$ cat config.mk
export PLATFORM = sky130hd
export DESIGN_NAME = nes_i2c_target
export DESIGN_NICKNAME = d
export VERILOG_FILES = /design/src/rtl/nes_i2c_pkg.sv /design/src/rtl/nes_i2c_line_sync.sv /design/src/rtl/nes_i2c_target.sv
export SDC_FILE = /design/constraint.sdc
export NUM_CORES = 1
export LEC_CHECK = 0
export CAP_MARGIN = 25
export CORE_AREA = 5 5 59 100
export DETAILED_ROUTE_END_ITERATION = 7
export DIE_AREA = 0 0 64 105
export PLACE_DENSITY = 0.75
export SLEW_MARGIN = 20
export SYNTH_ARGS = -nofsm -noshare
export SYNTH_HDL_FRONTEND = slang
export SYNTH_SLANG_ARGS = --single-unit
$ cat constraint.sdc
create_clock -name clk -period 4.4 [get_ports clk]
set_clock_uncertainty 0.2 [all_clocks]
set_input_delay 0.88 -clock clk [delete_from_list [all_inputs] [get_ports clk]]
set_output_delay 0.88 -clock clk [all_outputs]
set_load 0.02 [all_outputs]
$ cat src/rtl/nes_i2c_pkg.sv
// nes_i2c_pkg: shared definitions for the NES-controller I2C target.
//   i2c_state_e   : bus-side protocol states of nes_i2c_target
//   NES_I2C_ADDR  : default 7-bit address of the adapter (also used by nes_bridge)
//   I2C_ACK/NACK  : bit values of the acknowledge slot on the wire
package nes_i2c_pkg;

  typedef enum logic [2:0] {
    IDLE      = 3'd0,
    ADDR      = 3'd1,
    ADDR_ACK  = 3'd2,
    WR_DATA   = 3'd3,
    WR_ACK    = 3'd4,
    RD_DATA   = 3'd5,
    RD_ACK    = 3'd6,
    WAIT_STOP = 3'd7
  } i2c_state_e;

  localparam logic [6:0] NES_I2C_ADDR = 7'h52;

  localparam logic I2C_ACK  = 1'b0;
  localparam logic I2C_NACK = 1'b1;

endpackage

$ cat src/rtl/nes_i2c_line_sync.sv
// i2c_line_sync: input synchronisers for SCL/SDA plus edge and bus-condition
// pulses, all derived from the synchronised levels.
//   clk, rst_n     : system clock, asynchronous active-low reset
//   scl_i, sda_i   : raw pin levels
//   sda_o          : synchronised SDA level
//   scl_rise_o     : one-cycle pulse, synchronised SCL went 0->1
//   scl_fall_o     : one-cycle pulse, synchronised SCL went 1->0
//   start_o        : one-cycle pulse, SDA fell while SCL stayed high
//   stop_o         : one-cycle pulse, SDA rose while SCL stayed high
module i2c_line_sync #(
  parameter int SYNC_STAGES = 2
) (
  input  logic clk,
  input  logic rst_n,
  input  logic scl_i,
  input  logic sda_i,
  output logic sda_o,
  output logic scl_rise_o,
  output logic scl_fall_o,
  output logic start_o,
  output logic stop_o
);

  logic [SYNC_STAGES-1:0] scl_sync_q;
  logic [SYNC_STAGES-1:0] sda_sync_q;
  logic                   scl_prev_q;
  logic                   sda_prev_q;
  logic                   scl_s;
  logic                   sda_s;

  // Everything resets to 1 so that a reset looks like an idle bus and no
  // spurious edge or START/STOP is seen when reset is released.
  always_ff @(posedge clk or negedge rst_n) begin
    if (!rst_n) begin
      scl_sync_q <= '1;
      sda_sync_q <= '1;
      scl_prev_q <= 1'b1;
      sda_prev_q <= 1'b1;
    end else begin
      scl_sync_q <= {scl_sync_q[SYNC_STAGES-2:0], scl_i};
      sda_sync_q <= {sda_sync_q[SYNC_STAGES-2:0], sda_i};
      scl_prev_q <= scl_s;
      sda_prev_q <= sda_s;
    end
  end

  assign scl_s = scl_sync_q[SYNC_STAGES-1];
  assign sda_s = sda_sync_q[SYNC_STAGES-1];
  assign sda_o = sda_s;

  assign scl_rise_o = scl_s & ~scl_prev_q;
  assign scl_fall_o = ~scl_s & scl_prev_q;

  // SCL must be high on both samples so an SDA change coincident with an SCL
  // edge is not mistaken for a bus condition.
  assign start_o = scl_s & scl_prev_q & sda_prev_q & ~sda_s;
  assign stop_o  = scl_s & scl_prev_q & ~sda_prev_q & sda_s;

endmodule

$ cat src/rtl/nes_i2c_target.sv
// nes_i2c_target: I2C target emulating the NES-controller adapter. Supports a
// pointer write (first data byte after the address) and sequential reads with
// an auto-incrementing, wrapping byte pointer. Never stretches SCL.
//   clk, rst_n  : system clock (>= 16x SCL), asynchronous active-low reset
//   scl, sda_in : bus levels as seen on the pins
//   sda_oe      : 1 = pull SDA low, 0 = release
//   data_in     : NUM_BYTES button bytes, byte k at [8k+7:8k]
//   ptr         : current byte pointer
//   busy        : high from the address match until the transfer ends
//   byte_sent   : one-cycle pulse after the initiator's ACK/NACK of a read byte
//   dbg_state   : current protocol state (i2c_state_e encoding)
module nes_i2c_target
  import nes_i2c_pkg::*;
#(
  parameter logic [6:0] TARGET_ADDR = NES_I2C_ADDR,
  parameter int         NUM_BYTES   = 4,
  parameter int         SYNC_STAGES = 2
) (
  input  logic                         clk,
  input  logic                         rst_n,
  input  logic                         scl,
  input  logic                         sda_in,
  output logic                         sda_oe,
  input  logic [8*NUM_BYTES-1:0]       data_in,
  output logic [$clog2(NUM_BYTES)-1:0] ptr,
  output logic                         busy,
  output logic                         byte_sent,
  output logic [2:0]                   dbg_state
);

  localparam int PTR_W = $clog2(NUM_BYTES);

  logic sda_s;
  logic scl_rise;
  logic scl_fall;
  logic start_det;
  logic stop_det;

  i2c_line_sync #(
    .SYNC_STAGES(SYNC_STAGES)
  ) u_line_sync (
    .clk       (clk),
    .rst_n     (rst_n),
    .scl_i     (scl),
    .sda_i     (sda_in),
    .sda_o     (sda_s),
    .scl_rise_o(scl_rise),
    .scl_fall_o(scl_fall),
    .start_o   (start_det),
    .stop_o    (stop_det)
  );

  i2c_state_e       state_q,     state_d;
  logic [3:0]       bit_cnt_q,   bit_cnt_d;
  logic [7:0]       rx_q,        rx_d;
  logic [7:0]       tx_q,        tx_d;
  logic             rw_q,        rw_d;
  logic             ptr_wr_q,    ptr_wr_d;   // next written byte loads ptr
  logic [PTR_W-1:0] ptr_q,       ptr_d;
  logic             sda_oe_q,    sda_oe_d;
  logic             busy_q,      busy_d;
  logic             byte_sent_q, byte_sent_d;

  logic [7:0]       rx_byte;
  logic [PTR_W-1:0] ptr_inc;

  assign rx_byte = {rx_q[6:0], sda_s};
  assign ptr_inc = ptr_q + 1'b1;   // NUM_BYTES is a power of 2: wraps naturally

  always_comb begin
    state_d     = state_q;
    bit_cnt_d   = bit_cnt_q;
    rx_d        = rx_q;
    tx_d        = tx_q;
    rw_d        = rw_q;
    ptr_wr_d    = ptr_wr_q;
    ptr_d       = ptr_q;
    sda_oe_d    = sda_oe_q;
    byte_sent_d = 1'b0;

    // Bus conditions override any SCL-edge activity in the same cycle.
    if (start_det) begin
      state_d   = ADDR;
      bit_cnt_d = '0;
      sda_oe_d  = 1'b0;
    end else if (stop_det) begin
      state_d   = IDLE;
      bit_cnt_d = '0;
      sda_oe_d  = 1'b0;
    end else begin
      case (state_q)
        IDLE, WAIT_STOP: begin
          sda_oe_d = 1'b0;
        end

        ADDR: begin
          if (scl_rise) begin
            rx_d = rx_byte;
            if (bit_cnt_q == 4'd7) begin
              // rx_q[6:0] holds the address, the bit arriving now is R/W.
              bit_cnt_d = '0;
              rw_d      = sda_s;
              if (rx_q[6:0] == TARGET_ADDR) begin
                state_d = ADDR_ACK;
                if (sda_s) tx_d = data_in[{ptr_q, 3'b000} +: 8];
              end else begin
                state_d = WAIT_STOP;
              end
            end else begin
              bit_cnt_d = bit_cnt_q + 4'd1;
            end
          end
        end

        // ACK slots: the first fall after entry starts driving ACK, the
        // second fall (sda_oe already set) ends the ACK bit.
        ADDR_ACK: begin
          if (scl_fall) begin
            if (!sda_oe_q) begin
              sda_oe_d = ~I2C_ACK;
            end else if (rw_q) begin
              state_d   = RD_DATA;
              sda_oe_d  = ~tx_q[7];
              tx_d      = {tx_q[6:0], 1'b1};
              bit_cnt_d = 4'd1;
            end else begin
              state_d   = WR_DATA;
              sda_oe_d  = 1'b0;
              bit_cnt_d = '0;
              ptr_wr_d  = 1'b1;
            end
          end
        end

        WR_DATA: begin
          if (scl_rise) begin
            rx_d = rx_byte;
            if (bit_cnt_q == 4'd7) begin
              bit_cnt_d = '0;
              state_d   = WR_ACK;
              if (ptr_wr_q) begin
                ptr_d    = rx_byte[PTR_W-1:0];
                ptr_wr_d = 1'b0;
              end
            end else begin
              bit_cnt_d = bit_cnt_q + 4'd1;
            end
          end
        end

        WR_ACK: begin
          if (scl_fall) begin
            if (!sda_oe_q) begin
              sda_oe_d = ~I2C_ACK;
            end else begin
              sda_oe_d = 1'b0;
              state_d  = WR_DATA;
            end
          end
        end

        // bit_cnt counts bits already placed on SDA; the fall after the
        // eighth bit releases the line for the initiator's ACK.
        RD_DATA: begin
          if (scl_fall) begin
            if (bit_cnt_q == 4'd8) begin
              sda_oe_d  = 1'b0;
              bit_cnt_d = '0;
              state_d   = RD_ACK;
            end else begin
              sda_oe_d  = ~tx_q[7];
              tx_d      = {tx_q[6:0], 1'b1};
              bit_cnt_d = bit_cnt_q + 4'd1;
            end
          end
        end

        RD_ACK: begin
          if (scl_rise) begin
            byte_sent_d = 1'b1;
            ptr_d       = ptr_inc;
            if (sda_s == I2C_ACK) begin
              tx_d      = data_in[{ptr_inc, 3'b000} +: 8];
              bit_cnt_d = '0;
              state_d   = RD_DATA;
            end else begin
              state_d = WAIT_STOP;
            end
          end
        end

        default: begin
          state_d  = IDLE;
          sda_oe_d = 1'b0;
        end
      endcase
    end

    // busy reflects an accepted address, so a mismatched address never
    // raises it even though the address byte itself is being shifted.
    busy_d = (state_d == ADDR_ACK) || (state_d == WR_DATA) || (state_d == WR_ACK) ||
             (state_d == RD_DATA)  || (state_d == RD_ACK);
  end

  always_ff @(posedge clk or negedge rst_n) begin
    if (!rst_n) begin
      state_q     <= IDLE;
      bit_cnt_q   <= '0;
      rx_q        <= '0;
      tx_q        <= '0;
      rw_q        <= 1'b0;
      ptr_wr_q    <= 1'b0;
      ptr_q       <= '0;
      sda_oe_q    <= 1'b0;
      busy_q      <= 1'b0;
      byte_sent_q <= 1'b0;
    end else begin
      state_q     <= state_d;
      bit_cnt_q   <= bit_cnt_d;
      rx_q        <= rx_d;
      tx_q        <= tx_d;
      rw_q        <= rw_d;
      ptr_wr_q    <= ptr_wr_d;
      ptr_q       <= ptr_d;
      sda_oe_q    <= sda_oe_d;
      busy_q      <= busy_d;
      byte_sent_q <= byte_sent_d;
    end
  end

  assign sda_oe    = sda_oe_q;
  assign ptr       = ptr_q;
  assign busy      = busy_q;
  assign byte_sent = byte_sent_q;
  assign dbg_state = state_q;

endmodule
## Yosys cells after proc, flatten, opt, wreduce, memory -nomap -nowiden

Index checks and enable logic that the tools add are counted.

- Input bits: 36
- Logic and storage cells: 154
- Register bits after elaboration: 35

- Shift operators: 2
- Reductions and logical operators: 19
- Muxes and demuxes: 66
- Equality and inequality tests: 37
- Add/sub/neg operators: 2
- Bitwise logic cells: 14

Operators with widths:

| kind | count |
|---|---|
| $mux W8 | 11 |
| $shiftx A32 B6 Y8 | 2 |
| $mux W3 | 15 |
| $mux W4 | 10 |
| $pmux W8 S4 | 1 |
| $ne A2 B2 Y1 const B | 14 |
| $ne A4 B4 Y1 const B | 6 |
| $eq A3 B3 Y1 const B | 7 |
| $mux W1 | 19 |
| $pmux W3 S6 | 1 |
| $pmux W4 S4 | 1 |
| $reduce_and A14 Y1 | 1 |
| $reduce_and A7 Y1 | 2 |
| $eq A3 B2 Y1 const B | 4 |
| $reduce_bool A6 Y1 | 2 |
| $mux W2 | 5 |
| $reduce_and A4 Y1 | 2 |
| $reduce_and A8 Y1 | 1 |
| $and A1 B1 Y1 | 7 |
| $eq A7 B7 Y1 const B | 1 |
| $not A1 Y1 | 7 |
| $reduce_and A5 Y1 | 1 |
| $add A4 B1 Y4 const B | 1 |
| $eq A4 B3 Y1 const B | 1 |
| 13 further kinds | 18 |

## Longest topological paths before layout

Gate-level depths: netlist of run 1.

- Depth in word-level cells: 12
- Depth in mapped cells: 8
- Gate-level depth less buffers: 8

## By module

Synthesis of run 1 repeated with hierarchy kept, for this count alone.

- Cells, all modules: 228
- Area total of the unflattened synthesis: 2183.3 um2

By module, submodules not included:

| module | sequential area each (um2) | instances | cells an instance | area an instance (um2) |
|---|---|---|---|---|
| nes_i2c_target | 725.7 | 1 | 218 | 1993.2 |
| i2c_line_sync | 157.7 | 1 | 10 | 190.2 |

## Worst setup path after synthesis of run 1

OpenSTA, ideal clock, no wires.

- Path type: reg2reg
- From: reg state_q[0], in the netlist dbg_state[0]
- To: reg tx_q[2]
- Library setup time: 125 ps
- Required time: 4075 ps
- Clock period less this slack: 2297 ps
- Data arrival time: 1973 ps
- Cell stages (with the launch flop): 7
- Setup slack: 2103 ps
- Path through: dfrtp_1 -> nand3b_2 -> xor2_2 -> buf_4 -> mux2i_1 -> o221ai_1 -> mux2_2

- Longest elaborated chain between the ends: 3
- Elaborated cells between the ends (all ways): 18
- Classes of those cells: eq/ne (15); mux (1); reduce/logical (2)

Ends and longest elaborated chain:

| what | RTL line | RTL |
|---|---|---|
| start: declaration | nes_i2c_target.sv:53 | `i2c_state_e state_q, state_d;` |
| start signal: assignment | nes_i2c_target.sv:218 | `state_q <= state_d;` |
| $eq A3 B1 Y1, or another cell as far along | nes_i2c_target.sv:91 | `case (state_q)` |
| $ne A2 B1 Y1 (no source line), or another cell as far along | n/a |  |
| $reduce_and A14 Y1 (no source line) | n/a |  |
| end signal: assignment | nes_i2c_target.sv:221 | `tx_q <= tx_d;` |
| end: declaration | nes_i2c_target.sv:56 | `logic [7:0] tx_q, tx_d;` |

Several ways; a longest one is shown, not always the timed one.
A chain may end at the register's enable or synchronous reset.

## Final worst setup path of run 1

- From: reg state_q[0], in the netlist dbg_state[0]
- To: reg tx_q[7]

The elaborated chain is that of the path after synthesis.

==> flow_metrics.env, run 1 <==
export IMPL_outcome="completed"
export IMPL_hold_viol_final=0
export IMPL_grt_remaining_overflow=0
export IMPL_syn_to_final_growth_pct=20.99
export IMPL_synth_area_leaders="dfrtp_1 (31%), nand2_1 (6.8%), mux2i_1 (6.8%)"
export IMPL_cp_start_kind="flop"
export IMPL_drv_slew=0
export IMPL_drv_cap=0
export IMPL_drt_first_iter_violations=80
export IMPL_holdPathEnd="u_line_sync.sda_sync_q[1]$_DFF_PN1_"
export IMPL_syn_area_um2=2366
export IMPL_clk_latency_ps=290
export IMPL_hold_buffers=0
export IMPL_p_leak_nw=1.257
export IMPL_reg2reg_depth=5
export IMPL_maxSlewHeadroom_pct=35.12
export IMPL_ant_nets=0
export IMPL_place_area_um2=2774
export IMPL_final_util_pct=57.52
export IMPL_synthArstFlopShare_pct=100.0
export IMPL_synth_compound_area_share_pct=20.84
export IMPL_via_count=2113
export IMPL_hold_path_class="flop to flop"
export IMPL_ir_drop_uv=346.6
export IMPL_synth_seq_cells=35
export IMPL_ys_warn_count=0
export IMPL_reg2reg_from="dbg_state[0]$_DFF_PN0_"
export IMPL_grt_start_max_net_pins=36
export IMPL_synth_ff_type="dfrtp_1"
export IMPL_regToRegSetupSlack_ps=1440
export IMPL_cts_repair_resized=0
export IMPL_worst_slew_pin_slew_ps=972.3
export IMPL_powerDensity_nw_per_um2=559.9
export IMPL_dr_pass1_iters=4
export IMPL_postRouteWirelength_um=5898
export IMPL_final_cell_count_no_fill=352
export IMPL_hold_depth=0
export IMPL_fp_dieH_um=105
export IMPL_multiInputGateArea_um2=1340
export IMPL_cts_buffers=5
export IMPL_ys_types=63
export IMPL_cp_max_fo=22
export IMPL_ys_seq_area_share_pct=37.33
export IMPL_syn_area_per_cell_um2=9.135
export IMPL_ios=44
export IMPL_gp_congestion=0.8998
export IMPL_min_from="u_line_sync.sda_sync_q[0]$_DFF_PN1_"
export IMPL_dpl_hpwl_um=4466
export IMPL_synthMuxAreaShare_pct=10.10
export IMPL_synth_top_area_cell="dfrtp_1"
export IMPL_core_um2=4977
export IMPL_routedWlPerCell_um=16.76
export IMPL_grt_util_all_layers_pct=18.03
export IMPL_period_needed_ps=2959
export IMPL_dieArea_um2=6720
export IMPL_fin_crit_sh_pct=67.26
export IMPL_synth_edff_count=0
export IMPL_rows=34
export IMPL_cts_root_buffer="clkbuf_8"
export IMPL_rsz0062_at_grt="no"
export IMPL_place_inst=344
export IMPL_synth_simple_area_share_pct=23.59
export IMPL_grt_pass1_wl_um=9894
export IMPL_io_buffer_count=43
export IMPL_clk_pin_slew_ps=70
export IMPL_end_kind="flop"
export IMPL_clock_sinks=35
export IMPL_fmax_mhz=337.9
export IMPL_grt_antenna_before_repair=0
export IMPL_antenna_cells=0
export IMPL_crit_arrival_ps=2940
export IMPL_hold_ws_ps=157.1
export IMPL_initial_core_util_pct=47.54
export IMPL_layout_drive_gt1_share_pct=13.76
export IMPL_cts_buffer_depth=2
export IMPL_synth_xor_area_share_pct=1.058
export IMPL_worstPathRequired_ps=4380
export IMPL_tns_ps=0
export IMPL_r2r_end="tx_q[7]$_DFFE_PN0P_"
export IMPL_synth_top_family_by_area="simple AND/OR/NAND/NOR gates"
export IMPL_htreeDepth=2
export IMPL_yosysMostFrequentCell="nand2_1"
export IMPL_die_w_um=64
export IMPL_syn_inst=259
export IMPL_worstSetupPathType="flop to flop"
export IMPL_setup_viol_count_final=0
export IMPL_synth_nets=297
export IMPL_synthAdderAreaFrac_pct=1.058
export IMPL_yosys_area_top_type_share_pct=30.67
export IMPL_num_nets_final=335
export IMPL_seq_area_um2=883.3
export IMPL_vias_per_cell=6.003
export IMPL_remaining_drc_errors=0
export IMPL_fillers=447
export IMPL_synthTopCellsByCount="nand2_1 (43), dfrtp_1 (29), nor2_1 (19), mux2i_1 (16), a21oi_1 (14)"
export IMPL_post_cts_buffers=0
export IMPL_cts_tree="done"
export IMPL_fin_area_um2=2863
export IMPL_grt_pass1_vias=2026
-- area by class of cell --
class	count	area share [%]
clock buffer	5	2.404
clock inverter	3	0.6993
inverter	10	1.311
multi-input combinational	200	46.81
sequential	35	30.86
tap	54	2.360
timing repair buffer	45	15.56
-- cells in the final DEF (no fill, tap or decap), drive strengths merged, types with 2 or more instances in the layout --
| cell type | count |
|---|---|
| nor2b | 3 |
| ha | 2 |
| clkdlybuf4s50 | 43 |
| dfstp | 6 |
| a21oi | 15 |
| nand3 | 2 |
| nand2 | 43 |
| and3 | 5 |
| o22ai | 4 |
| clkbuf | 5 |
| nand3b | 4 |
| clkinvlp | 2 |
| a31oi | 8 |
| a211oi | 2 |
| buf | 2 |
| o221ai | 10 |
| nand2b | 7 |
| nand4b | 2 |
| mux2i | 16 |
| nor3 | 4 |
| or2 | 2 |
| nor4bb | 2 |
| inv | 10 |
| o211ai | 4 |
| a2111oi | 2 |
| or3 | 3 |
| dfrtp | 29 |
| o21ai | 11 |
| mux2 | 7 |
| or4 | 2 |
| nor2 | 20 |
-- worst max-delay path, stage by stage (launching register included) --
cell      delay [ps]
dfrtp_1          620
nand3b_2         460
xor2_2           820
mux2i_1          300
o221ai_1         140
mux2_2           290
-- report_power, final --
part / internal, mW / switching (mW) / leakage (nW)
Clock: 0.110 / 0.121 / 0.0402
Sequential: 0.434 / 0.138 / 0.433
Combinational: 0.373 / 0.427 / 0.784
-- sequential cells by signal, summed over array words and instances (netlist names) --
name / flops
ptr_wr_q: 1
bit_cnt_q: 4
busy: 1
rx_q: 7
u_line_sync.scl_prev_q: 1
dbg_state: 3
u_line_sync.scl_sync_q: 2
tx_q: 8
byte_sent: 1
sda_oe: 1
rw_q: 1
u_line_sync.sda_prev_q: 1
u_line_sync.sda_sync_q: 2
ptr: 2
-- kinds of logic (layout without fill, tap and decap cells) --
logic type | count (synthesis) | count (layout)
AOI/OAI and AO/OA | 69 | 69
xor gates and xnor gates | 2 | 2
adders and majority gates | 2 | 2
buffers and inverters | 24 | 63
DFF | 35 | 35
muxes | 23 | 23
and+or+nand+nor | 104 | 104
-- how the worst max path moves through the flow --
stage | startpoint | to | slack [ps]
after floorplan | dbg_state[0]$_DFF_PN0_ | tx_q[2]$_DFFE_PN0P_ | 2100
after global placement | dbg_state[0]$_DFF_PN0_ | tx_q[5]$_DFFE_PN0P_ | 1550
after detailed placement | dbg_state[0]$_DFF_PN0_ | tx_q[3]$_DFFE_PN0P_ | 1430
after CTS | dbg_state[0]$_DFF_PN0_ | tx_q[3]$_DFFE_PN0P_ | 1420
after global routing | dbg_state[0]$_DFF_PN0_ | tx_q[1]$_DFFE_PN0P_ | 1240
final | dbg_state[0]$_DFF_PN0_ | tx_q[7]$_DFFE_PN0P_ | 1440
-- per-stage QoR --
step / setup WS (ps) / power, mW
2_1_floorplan: 2103 / 1.159
3_3_place_gp: 1555 / 1.352
3_5_place_dp: 1428 / 1.379
4_1_cts: 1417 / 1.612
5_1_grt: 1242 / 1.724
6_report: 1441 / 1.603
-- per-layer routing --
layer / routed length (um) / part of all wire [%] / track usage (%)
met1: 2256 / 38 / 19.99
met2: 3155 / 53 / 31.87
met4: 172 / 2.9 / 8.024
met3: 314 / 5.3 / 3.974
met5: 0 / 0 / 0
Power figures use the tool's default switching activity.
==> inputs of run 2 (changes only) <==
--- a/config.mk
+++ b/config.mk
@@ -6,9 +6,9 @@
 export NUM_CORES = 1
 export LEC_CHECK = 0
 export CAP_MARGIN = 25
-export CORE_AREA = 5 5 59 100
+export CORE_AREA = 5 5 60 102
 export DETAILED_ROUTE_END_ITERATION = 7
-export DIE_AREA = 0 0 64 105
+export DIE_AREA = 0 0 65 107
 export PLACE_DENSITY = 0.75
 export SLEW_MARGIN = 20
 export SYNTH_ARGS = -nofsm -noshare
==> constraint.sdc (replaced) <==
create_clock -name clk -period 2.4 [get_ports clk]
set_clock_uncertainty 0.2 [all_clocks]
set_input_delay 0.48 -clock clk [delete_from_list [all_inputs] [get_ports clk]]
set_output_delay 0.48 -clock clk [all_outputs]
set_load 0.02 [all_outputs]
==> flow_metrics.env, run 2 (synthesis gave the netlist of run 1 again) <==
export IMPL_p_sw_share_pct=40.92
export IMPL_largest_reg_flops=8
export IMPL_grt_pass1_vias=2243
export IMPL_cts_buffers=5
export IMPL_rows=35
export IMPL_dpl_hpwl_um=4680
export IMPL_ant_nets=0
export IMPL_cp_slowest_cell="dfrtp_1"
export IMPL_setup_viol_count_final=0
export IMPL_initial_core_util_pct=45.40
export IMPL_clk_pin_slew_ps=70
export IMPL_power_frac_comb_pct=53.4
export IMPL_cp_max_fo=8
export IMPL_clock_sinks=35
export IMPL_hold_path_class="flop to flop"
export IMPL_worstPathBufferInverterCount=2
export IMPL_fin_crit_sh_pct=95.13
export IMPL_io_buffer_count=43
export IMPL_hold_viol_final=0
export IMPL_htreeDepth=2
export IMPL_fmax_mhz=438.0
export IMPL_remaining_drc_errors=0
export IMPL_worstSetupPathType="flop to flop"
export IMPL_cts_tree="done"
export IMPL_gp_congestion=0.9628
export IMPL_ios=44
export IMPL_cp_top_family="compound AO/OA/AOI/OAI gates"
export IMPL_slowest_delay_ps=390
export IMPL_vias_per_cell=5.981
export IMPL_top_register="tx_q"
export IMPL_postRouteWirelength_um=6146
export IMPL_power_mw=3.101
export IMPL_routedWlPerCell_um=16.57
export IMPL_grt_remaining_overflow=0
export IMPL_maxSlewHeadroom_pct=56.66
export IMPL_layout_drive_gt1_share_pct=18.99
export IMPL_grt_start_max_net_pins=36
export IMPL_period_needed_ps=2283
export IMPL_hold_buffers=0
export IMPL_pwr_share_seq_pct=32.4
export IMPL_grt_pass1_wl_um=10230
export IMPL_clk_latency_ps=290
export IMPL_grt_util_all_layers_pct=18.61
export IMPL_most_common_layout_cells="nand2_1 (43), clkdlybuf4s50_1 (43), dfrtp_1 (29)"
export IMPL_pwr_share_clk_pct=14.2
export IMPL_num_nets_final=353
export IMPL_tns_ps=0
export IMPL_crit_arrival_ps=2260
export IMPL_dieArea_um2=6955
export IMPL_drv_cap=0
export IMPL_p_leak_nw=1.352
export IMPL_grt_antenna_before_repair=0
export IMPL_ir_drop_uv=464.6
export IMPL_rsz0062_at_grt="no"
export IMPL_antenna_cells=0
export IMPL_via_count=2219
export IMPL_cp_start_kind="flop"
export IMPL_fp_dieH_um=107
export IMPL_worstPathRequired_ps=2380
export IMPL_syn_to_final_growth_pct=27.29
export IMPL_internal_power_mw=1.832
export IMPL_largestRegisters="tx_q: 8 flops, rx_q: 7 flops, bit_cnt_q: 4 flops"
export IMPL_worst_slew_pin_slew_ps=650.1
export IMPL_powerDensity_nw_per_um2=1030
export IMPL_end_kind="flop"
export IMPL_outcome="completed"
export IMPL_drv_slew=0
export IMPL_core_um2=5211
export IMPL_drt_first_iter_violations=79
export IMPL_p_sw_mw=1.269
export IMPL_cts_buffer_depth=2
export IMPL_cp_cell_sequence="inv_1 -> ha_1 -> and3b_1 -> o21ai_2 -> a31oi_1 -> a2111oi_4 -> buf_6 -> mux2_2"
export IMPL_die_w_um=65
export IMPL_dr_pass1_iters=4
export IMPL_cts_root_buffer="clkbuf_8"
[run 2: changes by cell type in the layout (fill, tap and decap cells not counted), sizes merged]
cell	delta
clkbuf	+2
clkinvlp	-2
buf	+18
[run 2: worst paths after layout]
check	startpoint	to	slack, ps	depth (start not counted)
min in group asynchronous	rst_n	byte_sent$_DFF_PN0_	390	2
setup / recovery	bit_cnt_q[0]$_DFFE_PN0P_	tx_q[2]$_DFFE_PN0P_	120	8
hold / removal	u_line_sync.sda_sync_q[0]$_DFF_PN1_	u_line_sync.sda_sync_q[1]$_DFF_PN1_	160	0
max in group asynchronous	rst_n	u_line_sync.scl_sync_q[0]$_DFF_PN1_	1250	2
setup reg to reg	bit_cnt_q[0]$_DFFE_PN0P_	tx_q[2]$_DFFE_PN0P_	120	8
hold reg to reg	u_line_sync.sda_sync_q[0]$_DFF_PN1_	u_line_sync.sda_sync_q[1]$_DFF_PN1_	160	0
[run 2: metrics by stage]
stage	setup slack, ps	hold WS (ps)	utilization, %	std cells	area (um2)
floorplan	102.6	-15.59	-	259	2366
global placement	127.8	146.8	55.70	362	2903
detailed placement	56.10	148.2	55.70	362	2903
CTS	54.30	158.1	57.46	370	2994
global route	19.08	167.7	57.79	371	3012
finish	116.9	157.1	57.79	371	3012
[run 2: what timing repair did]
item | 4_1_cts | 5_1_grt
gates resized for setup | 0 | 3
setup endpoints to repair | 0 | 8
setup buffers | 0 | 1
[run 2: cell type report]
| class | instances | area, um2 |
|---|---|---|
| well taps | 55 | 68.82 |
| flip-flops and latches | 35 | 883.3 |
| inverters | 10 | 37.54 |
| repair buffers | 63 | 584.3 |
| multi-input cells | 200 | 1346 |
| fillers | 474 | 2200 |
| clock inverters | 1 | 5.005 |
| clock buffers | 7 | 86.33 |
[run 2: power groups by stage]
stage	registers (mW)	clock network (mW)	logic, mW
2_1_floorplan	0.988	0	1.14
3_3_place_gp	1.01	0	1.59
3_5_place_dp	1.01	0	1.62
4_1_cts	1.00	0.463	1.63
5_1_grt	1.03	0.487	1.82
6_report	1.00	0.440	1.66
[run 2: routing by layer]
metal	global-route usage (%)	vias up	wire length (um)
li1	-	1063	-
met1	18.46	1032	2169
met2	34.87	100	3289
met3	3.774	24	409
met4	10.14	0	277
met5	0	-	0
[run 2: worst register-to-register path, cell delays in order (launching register included)]
cell and delay, ps:
dfrtp_1 390, inv_1 60, ha_1 190, and3b_1 210, o21ai_2 120, a31oi_1 130
a2111oi_4 360, buf_6 190, mux2_2 330
